--- src/rtl/sram_arbiter_pkg.sv ---
// sram_arbiter_pkg
// Shared definitions for the IF/MEM SRAM arbiter: FSM state encoding,
// grant encoding, the default SRAM access time and the wait-counter width.
package sram_arbiter_pkg;

  typedef enum logic [1:0] {
    ST_IDLE   = 2'd0,
    ST_ACCESS = 2'd1,
    ST_DONE   = 2'd2
  } state_e;

  typedef enum logic {
    GNT_IF  = 1'b0,
    GNT_MEM = 1'b1
  } grant_e;

  // Default number of cycles the SRAM needs per access (legal 1..15).
  localparam int unsigned SRAM_WAIT_DEFAULT = 4;

  // Wide enough to hold SRAM_WAIT-1 for the whole legal range.
  localparam int unsigned CNT_W = 4;

endpackage

--- src/rtl/sram_wait_counter.sv ---
// sram_wait_counter
// Down-counter that times one SRAM access.
//   clk  : clock
//   rst  : asynchronous active-high reset (counter -> 0)
//   load : start an access; counter loads WAIT-1
//   dec  : count down by one (saturates at 0)
//   zero : counter is 0, i.e. the current cycle is the last access cycle
module sram_wait_counter
  import sram_arbiter_pkg::*;
#(
  parameter int unsigned WAIT = SRAM_WAIT_DEFAULT
) (
  input  logic clk,
  input  logic rst,
  input  logic load,
  input  logic dec,
  output logic zero
);

  logic [CNT_W-1:0] cnt_q;
  logic [CNT_W-1:0] cnt_d;

  // Loading WAIT-1 makes the access span exactly WAIT cycles, with the
  // final one seen as cnt==0.
  always_comb begin
    cnt_d = cnt_q;
    if (load) begin
      cnt_d = CNT_W'(WAIT - 1);
    end else if (dec && (cnt_q != '0)) begin
      cnt_d = cnt_q - 1'b1;
    end
  end

  always_ff @(posedge clk or posedge rst) begin
    if (rst) begin
      cnt_q <= '0;
    end else begin
      cnt_q <= cnt_d;
    end
  end

  assign zero = (cnt_q == '0);

endmodule

--- src/rtl/sram_arbiter.sv ---
// sram_arbiter
// Shares one single-port SRAM between the instruction-fetch stage and the
// MEM stage. Each access runs IDLE -> ACCESS (SRAM_WAIT cycles) -> DONE,
// and the granted port gets a one-cycle ready pulse in DONE.
// Ports:
//   clk, rst                     : clock, asynchronous active-high reset
//   if_req/if_addr               : fetch request and byte address
//   if_rdata/if_ready            : fetched word and completion pulse
//   mem_rd_en/mem_wr_en          : load / store request (both = store)
//   mem_addr/mem_wdata           : byte address and store data
//   mem_rdata/mem_ready          : load result and completion pulse
//   if_freeze/mem_freeze         : pipeline stall requests
//   sram_en/sram_we/sram_addr/
//   sram_wdata/sram_rdata        : SRAM interface (word addressed)
module sram_arbiter
  import sram_arbiter_pkg::*;
#(
  parameter int unsigned SRAM_WAIT = SRAM_WAIT_DEFAULT,
  parameter int unsigned ADDR_W    = 16
) (
  input  logic              clk,
  input  logic              rst,
  input  logic              if_req,
  input  logic [31:0]       if_addr,
  output logic [31:0]       if_rdata,
  output logic              if_ready,
  input  logic              mem_rd_en,
  input  logic              mem_wr_en,
  input  logic [31:0]       mem_addr,
  input  logic [31:0]       mem_wdata,
  output logic [31:0]       mem_rdata,
  output logic              mem_ready,
  output logic              if_freeze,
  output logic              mem_freeze,
  output logic              sram_en,
  output logic              sram_we,
  output logic [ADDR_W-1:0] sram_addr,
  output logic [31:0]       sram_wdata,
  input  logic [31:0]       sram_rdata
);

  state_e      state_q, state_d;
  grant_e      grant_q, grant_d;
  grant_e      last_grant_q, last_grant_d;
  logic        write_q, write_d;
  logic [31:0] if_rdata_q, if_rdata_d;
  logic [31:0] mem_rdata_q, mem_rdata_d;

  logic        mem_req;
  logic        cnt_load;
  logic        cnt_dec;
  logic        cnt_zero;
  logic        in_access;
  logic [31:0] granted_addr;

  assign mem_req = mem_rd_en | mem_wr_en;

  sram_wait_counter #(
    .WAIT(SRAM_WAIT)
  ) u_wait_cnt (
    .clk  (clk),
    .rst  (rst),
    .load (cnt_load),
    .dec  (cnt_dec),
    .zero (cnt_zero)
  );

  always_comb begin
    state_d      = state_q;
    grant_d      = grant_q;
    last_grant_d = last_grant_q;
    write_d      = write_q;
    if_rdata_d   = if_rdata_q;
    mem_rdata_d  = mem_rdata_q;
    cnt_load     = 1'b0;
    cnt_dec      = 1'b0;
    case (state_q)
      ST_IDLE: begin
        if (if_req || mem_req) begin
          state_d  = ST_ACCESS;
          cnt_load = 1'b1;
          // On a tie the port that was not served last wins.
          if (if_req && mem_req) begin
            grant_d = (last_grant_q == GNT_IF) ? GNT_MEM : GNT_IF;
          end else begin
            grant_d = mem_req ? GNT_MEM : GNT_IF;
          end
          last_grant_d = grant_d;
          // Read/write is frozen at grant so a withdrawn request cannot
          // turn a store into a read halfway through.
          write_d = (grant_d == GNT_MEM) && mem_wr_en;
        end
      end
      ST_ACCESS: begin
        cnt_dec = 1'b1;
        if (cnt_zero) begin
          state_d = ST_DONE;
          if (grant_q == GNT_IF) begin
            if_rdata_d = sram_rdata;
          end else if (!write_q) begin
            mem_rdata_d = sram_rdata;
          end
        end
      end
      ST_DONE: begin
        state_d = ST_IDLE;
      end
      default: begin
        state_d = ST_IDLE;
      end
    endcase
  end

  always_ff @(posedge clk or posedge rst) begin
    if (rst) begin
      state_q      <= ST_IDLE;
      grant_q      <= GNT_IF;
      last_grant_q <= GNT_IF;
      write_q      <= 1'b0;
      if_rdata_q   <= '0;
      mem_rdata_q  <= '0;
    end else begin
      state_q      <= state_d;
      grant_q      <= grant_d;
      last_grant_q <= last_grant_d;
      write_q      <= write_d;
      if_rdata_q   <= if_rdata_d;
      mem_rdata_q  <= mem_rdata_d;
    end
  end

  // SRAM strobes are pure decodes of registered state, so an asynchronous
  // reset drops them in the same cycle.
  assign in_access    = (state_q == ST_ACCESS);
  assign granted_addr = (grant_q == GNT_MEM) ? mem_addr : if_addr;
  assign sram_en      = in_access;
  assign sram_we      = in_access && (grant_q == GNT_MEM) && write_q;
  assign sram_addr    = in_access ? granted_addr[ADDR_W+1:2] : '0;
  assign sram_wdata   = mem_wdata;

  assign if_ready  = (state_q == ST_DONE) && (grant_q == GNT_IF);
  assign mem_ready = (state_q == ST_DONE) && (grant_q == GNT_MEM);
  assign if_rdata  = if_rdata_q;
  assign mem_rdata = mem_rdata_q;

  assign if_freeze  = if_req & ~if_ready;
  assign mem_freeze = mem_req & ~mem_ready;

  // Byte-offset and high address bits are not part of the word address.
  logic unused_addr_bits;
  assign unused_addr_bits = ^{if_addr[31:ADDR_W+2], if_addr[1:0],
                              mem_addr[31:ADDR_W+2], mem_addr[1:0]};

endmodule

--- config.mk ---
export PLATFORM = sky130hd
export DESIGN_NAME = sram_arbiter
export DESIGN_NICKNAME = d
export VERILOG_FILES = /design/src/rtl/sram_arbiter_pkg.sv /design/src/rtl/sram_wait_counter.sv /design/src/rtl/sram_arbiter.sv
export SDC_FILE = /design/constraint.sdc
export NUM_CORES = 1
export LEC_CHECK = 0
export BUFFER_PORTS_ARGS = -buffer_cell sky130_fd_sc_hd__buf_4
export CAP_MARGIN = 20
export CORE_AREA = 2 2 98 100
export DETAILED_ROUTE_END_ITERATION = 6
export DIE_AREA = 0 0 100 102
export GPL_ROUTABILITY_DRIVEN = 0
export HOLD_SLACK_MARGIN = 0.12
export PLACE_DENSITY = 0.75
export SLEW_MARGIN = 20
export SYNTH_ARGS = -nofsm -noshare
export SYNTH_HDL_FRONTEND = slang
export SYNTH_SLANG_ARGS = --single-unit
--- constraint.sdc ---
create_clock -name clk -period 4.7 [get_ports clk]
set_input_delay 0.94 -clock clk [delete_from_list [all_inputs] [get_ports clk]]
set_output_delay 0.94 -clock clk [all_outputs]
set_load 0.005 [all_outputs]
==> impl_metrics.ini <==
[timing]
max_slew_margin_pct = 29.0
post-route-min-period_ns = 2.96
setup-tns-final_ns = 0
setup_viol = 0
skew_ns = 0.0132
slew_violations = 0
worst_slew_pin_slew_ns = 1.07
rsz0062_at_grt = false
fmax_ghz = 0.338
layout_worst_path_cycle_share_pct = 62.9
hold_viol_final = 0

[clock_tree]
cts_tree = done
cts_buffers = 9
clock_insertion_delay_worst_skew_ns = 0.34
hold_buffers = 0
clk_pin_slew_ns = 0.07
cts_htree_levels = 3
post-cts-setup-buffer-count = 0
cts_buffer_depth = 2
cts_resized = 0
cts_root_buffer = clkbuf_8
clock_sinks = 72

[power_and_ir_drop]
peakVddDrop_mv = 0.187
leakagePower_nw = 2.25
power-per-cell-area_nw_per_um2 = 633

[detailed_routing]
wl_per_cell_um = 14.9
viasPerCell = 4.84
drc = 0
drtIter0Drc = 123
vias = 2407
routed_wl_um = 7390
drtPass1Iterations = 4
antenna_left = 0

[logic_synthesis]
synth_area_per_cell_um2 = 13.1
synth_cell_type_count = 35
yosysWarningCount = 0
syn_inst = 258
synth_ff_type = dfrtp_1
ys_ff_latch = 72
netlist_area_um2 = 3380
syn_nets = 393
async_flop_share_pct = 100
synth_edf_count = 0
ys_seq_area_share_pct = 53.3

[setup_path]
cp-startpoint = state_q[1]$_DFFE_PP0P_
start_kind = register
cp.depth = 4
cp-endpoint = sram_we
r2r-start = state_q[1]$_DFFE_PP0P_
crit_family = simple AND/OR/NAND/NOR gates
path_max_fanout = 21
ff2ff_setup_slack_ns = 2.02
r2r_cells = 4
end_kind = output pin
cp_data_required_time_ns = 3.76
crit_path_cell_trace = nand2b_1 -> inv_2 -> and3_1 -> buf_4
critPathArrivalTime_ns = 2.02
crit_slowest_cell = nand2b_1
crit_buf_inv = 2
r2r-end = if_rdata[2]$_DFFE_PP0P_
critical_path.max_stage_delay_ns = 0.65
critPathKind = register to output pin

[placed_design]
hpwl_um = 5410
post_dp_cell_area_um2 = 4360
io_buffers = 154

[die]
dieArea_um2 = 10200
start_util_pct = 37.1
fp.dieW_um = 100
die_h_um = 102
io_pins = 251
core_area_um2 = 9110
num_rows = 35

[finish]
fin_nets = 516
final_area_um2 = 4550
area_delta_synth_final_pct = 34.8
drive_gt1_share_pct = 62.4
antenna_cells = 0

[worst_hold_path]
hold_class = register to register

[global_route]
grt_use_total_pct = 14.2
first_global_vias = 2342
gr-total-overflow = 0
grt_max_degree = 46
antenna_found_initial = 0
grt_pass1_wl_um = 11300

[run_status]
status = finished clean

[run]
maxCapViolations = 0
worst min-delay path by stage:
stage                     depth (start not counted)                         to                       from  slack, ns
after floorplan                                   2        write_q$_DFFE_PP0P_        write_q$_DFFE_PP0P_       0.48
after global placement                            1   if_rdata[22]$_DFFE_PP0P_   if_rdata[22]$_DFFE_PP0P_       0.49
after detailed placement                          1   if_rdata[28]$_DFFE_PP0P_   if_rdata[28]$_DFFE_PP0P_       0.49
after CTS                                         1   if_rdata[19]$_DFFE_PP0P_   if_rdata[19]$_DFFE_PP0P_       0.51
after global routing                              1   if_rdata[19]$_DFFE_PP0P_   if_rdata[19]$_DFFE_PP0P_       0.52
final                                             1  mem_rdata[12]$_DFFE_PP0P_  mem_rdata[12]$_DFFE_PP0P_       0.51
metal layers:
| layer | share of wire [%] | up-vias | global-route usage [%] |
|---|---|---|---|
| met3 | 8.4 | 24 | 4.92 |
| met1 | 40 | 1155 | 16.3 |
| met5 | 0 | - | 0 |
| li1 | - | 1105 | - |
| met4 | 2.7 | 0 | 7.80 |
| met2 | 49 | 123 | 23.6 |
where the power goes:
group | internal [mW] | total (mW) | switching, mW
clock | 0.245 | 0.479 | 0.235
combinational | 0.817 | 1.26 | 0.444
sequential | 0.933 | 1.14 | 0.210
Yosys cell counts (3+ instances only):
cell type  number  area, um2
buf_4          34        255
nand2_1         4       15.0
nor2b_1         3       18.8
dfrtp_1        72       1800
inv_1           3       11.3
o21ai_0         4       20.0
mux2i_1        16        160
nand3_1         4       20.0
mux2_2         64        721
buf_6           4       45.0
nor2_1         21       78.8
clkbuf_1        4       15.0
cell families after synthesis:
kind of cell | count (synthesis) | synth area share [%]
muxes | 80 | 26.1
DFF | 72 | 53.3
buffers and inverters | 47 | 9.93
and+or+nand+nor | 45 | 7.52
AOI/OAI and AO/OA | 12 | 2.41
adders and majority gates | 2 | 0.741
area by class of cell:
cell class	count	area (um2)
multi-input combinational	139	1240
sequential	72	1800
tap	111	139
clock inverter	7	70.1
clock buffer	9	124
timing repair buffer	155	1160
inverter	4	15.0
fill	791	4550
state kept, by name (all words and copies together) (netlist names):
register          flops
u_wait_cnt.cnt_q      4
last_grant_q          1
if_rdata             32
write_q               1
mem_rdata            32
state_q               2
cell usage in the layout (no fill, tap or decap), types with 2 or more instances in the layout:
cell / synthesis / final
mux2_2: 64 / 64
ha_1: 2 / 2
inv_2: 1 / 2
clkbuf_8: 0 / 9
clkinv_2: 0 / 3
inv_1: 3 / 2
o21ai_0: 4 / 4
nand2_1: 4 / 4
nand3_1: 4 / 4
nor2b_1: 3 / 3
buf_4: 34 / 155
o21a_1: 2 / 2
dfrtp_1: 72 / 72
mux2i_1: 16 / 16
nor2_1: 21 / 21
per-stage QoR:
step | setup slack, ns | power (mW) | utilization [%] | std cells | hold WS [ns]
after detailed placement | 1.93 | 2.44 | 47.9 | 481 | 0.494
after global routing | 1.49 | 3.09 | 50.0 | 497 | 0.519
final | 1.74 | 2.88 | 50.0 | 497 | 0.507
after CTS | 1.68 | 2.92 | 50.0 | 497 | 0.511
after global placement | 1.95 | 2.39 | 47.9 | 481 | 0.489
after floorplan | 1.94 | 1.74 | - | 258 | 0.481
Note: power is estimated with default switching activity, not from simulation.
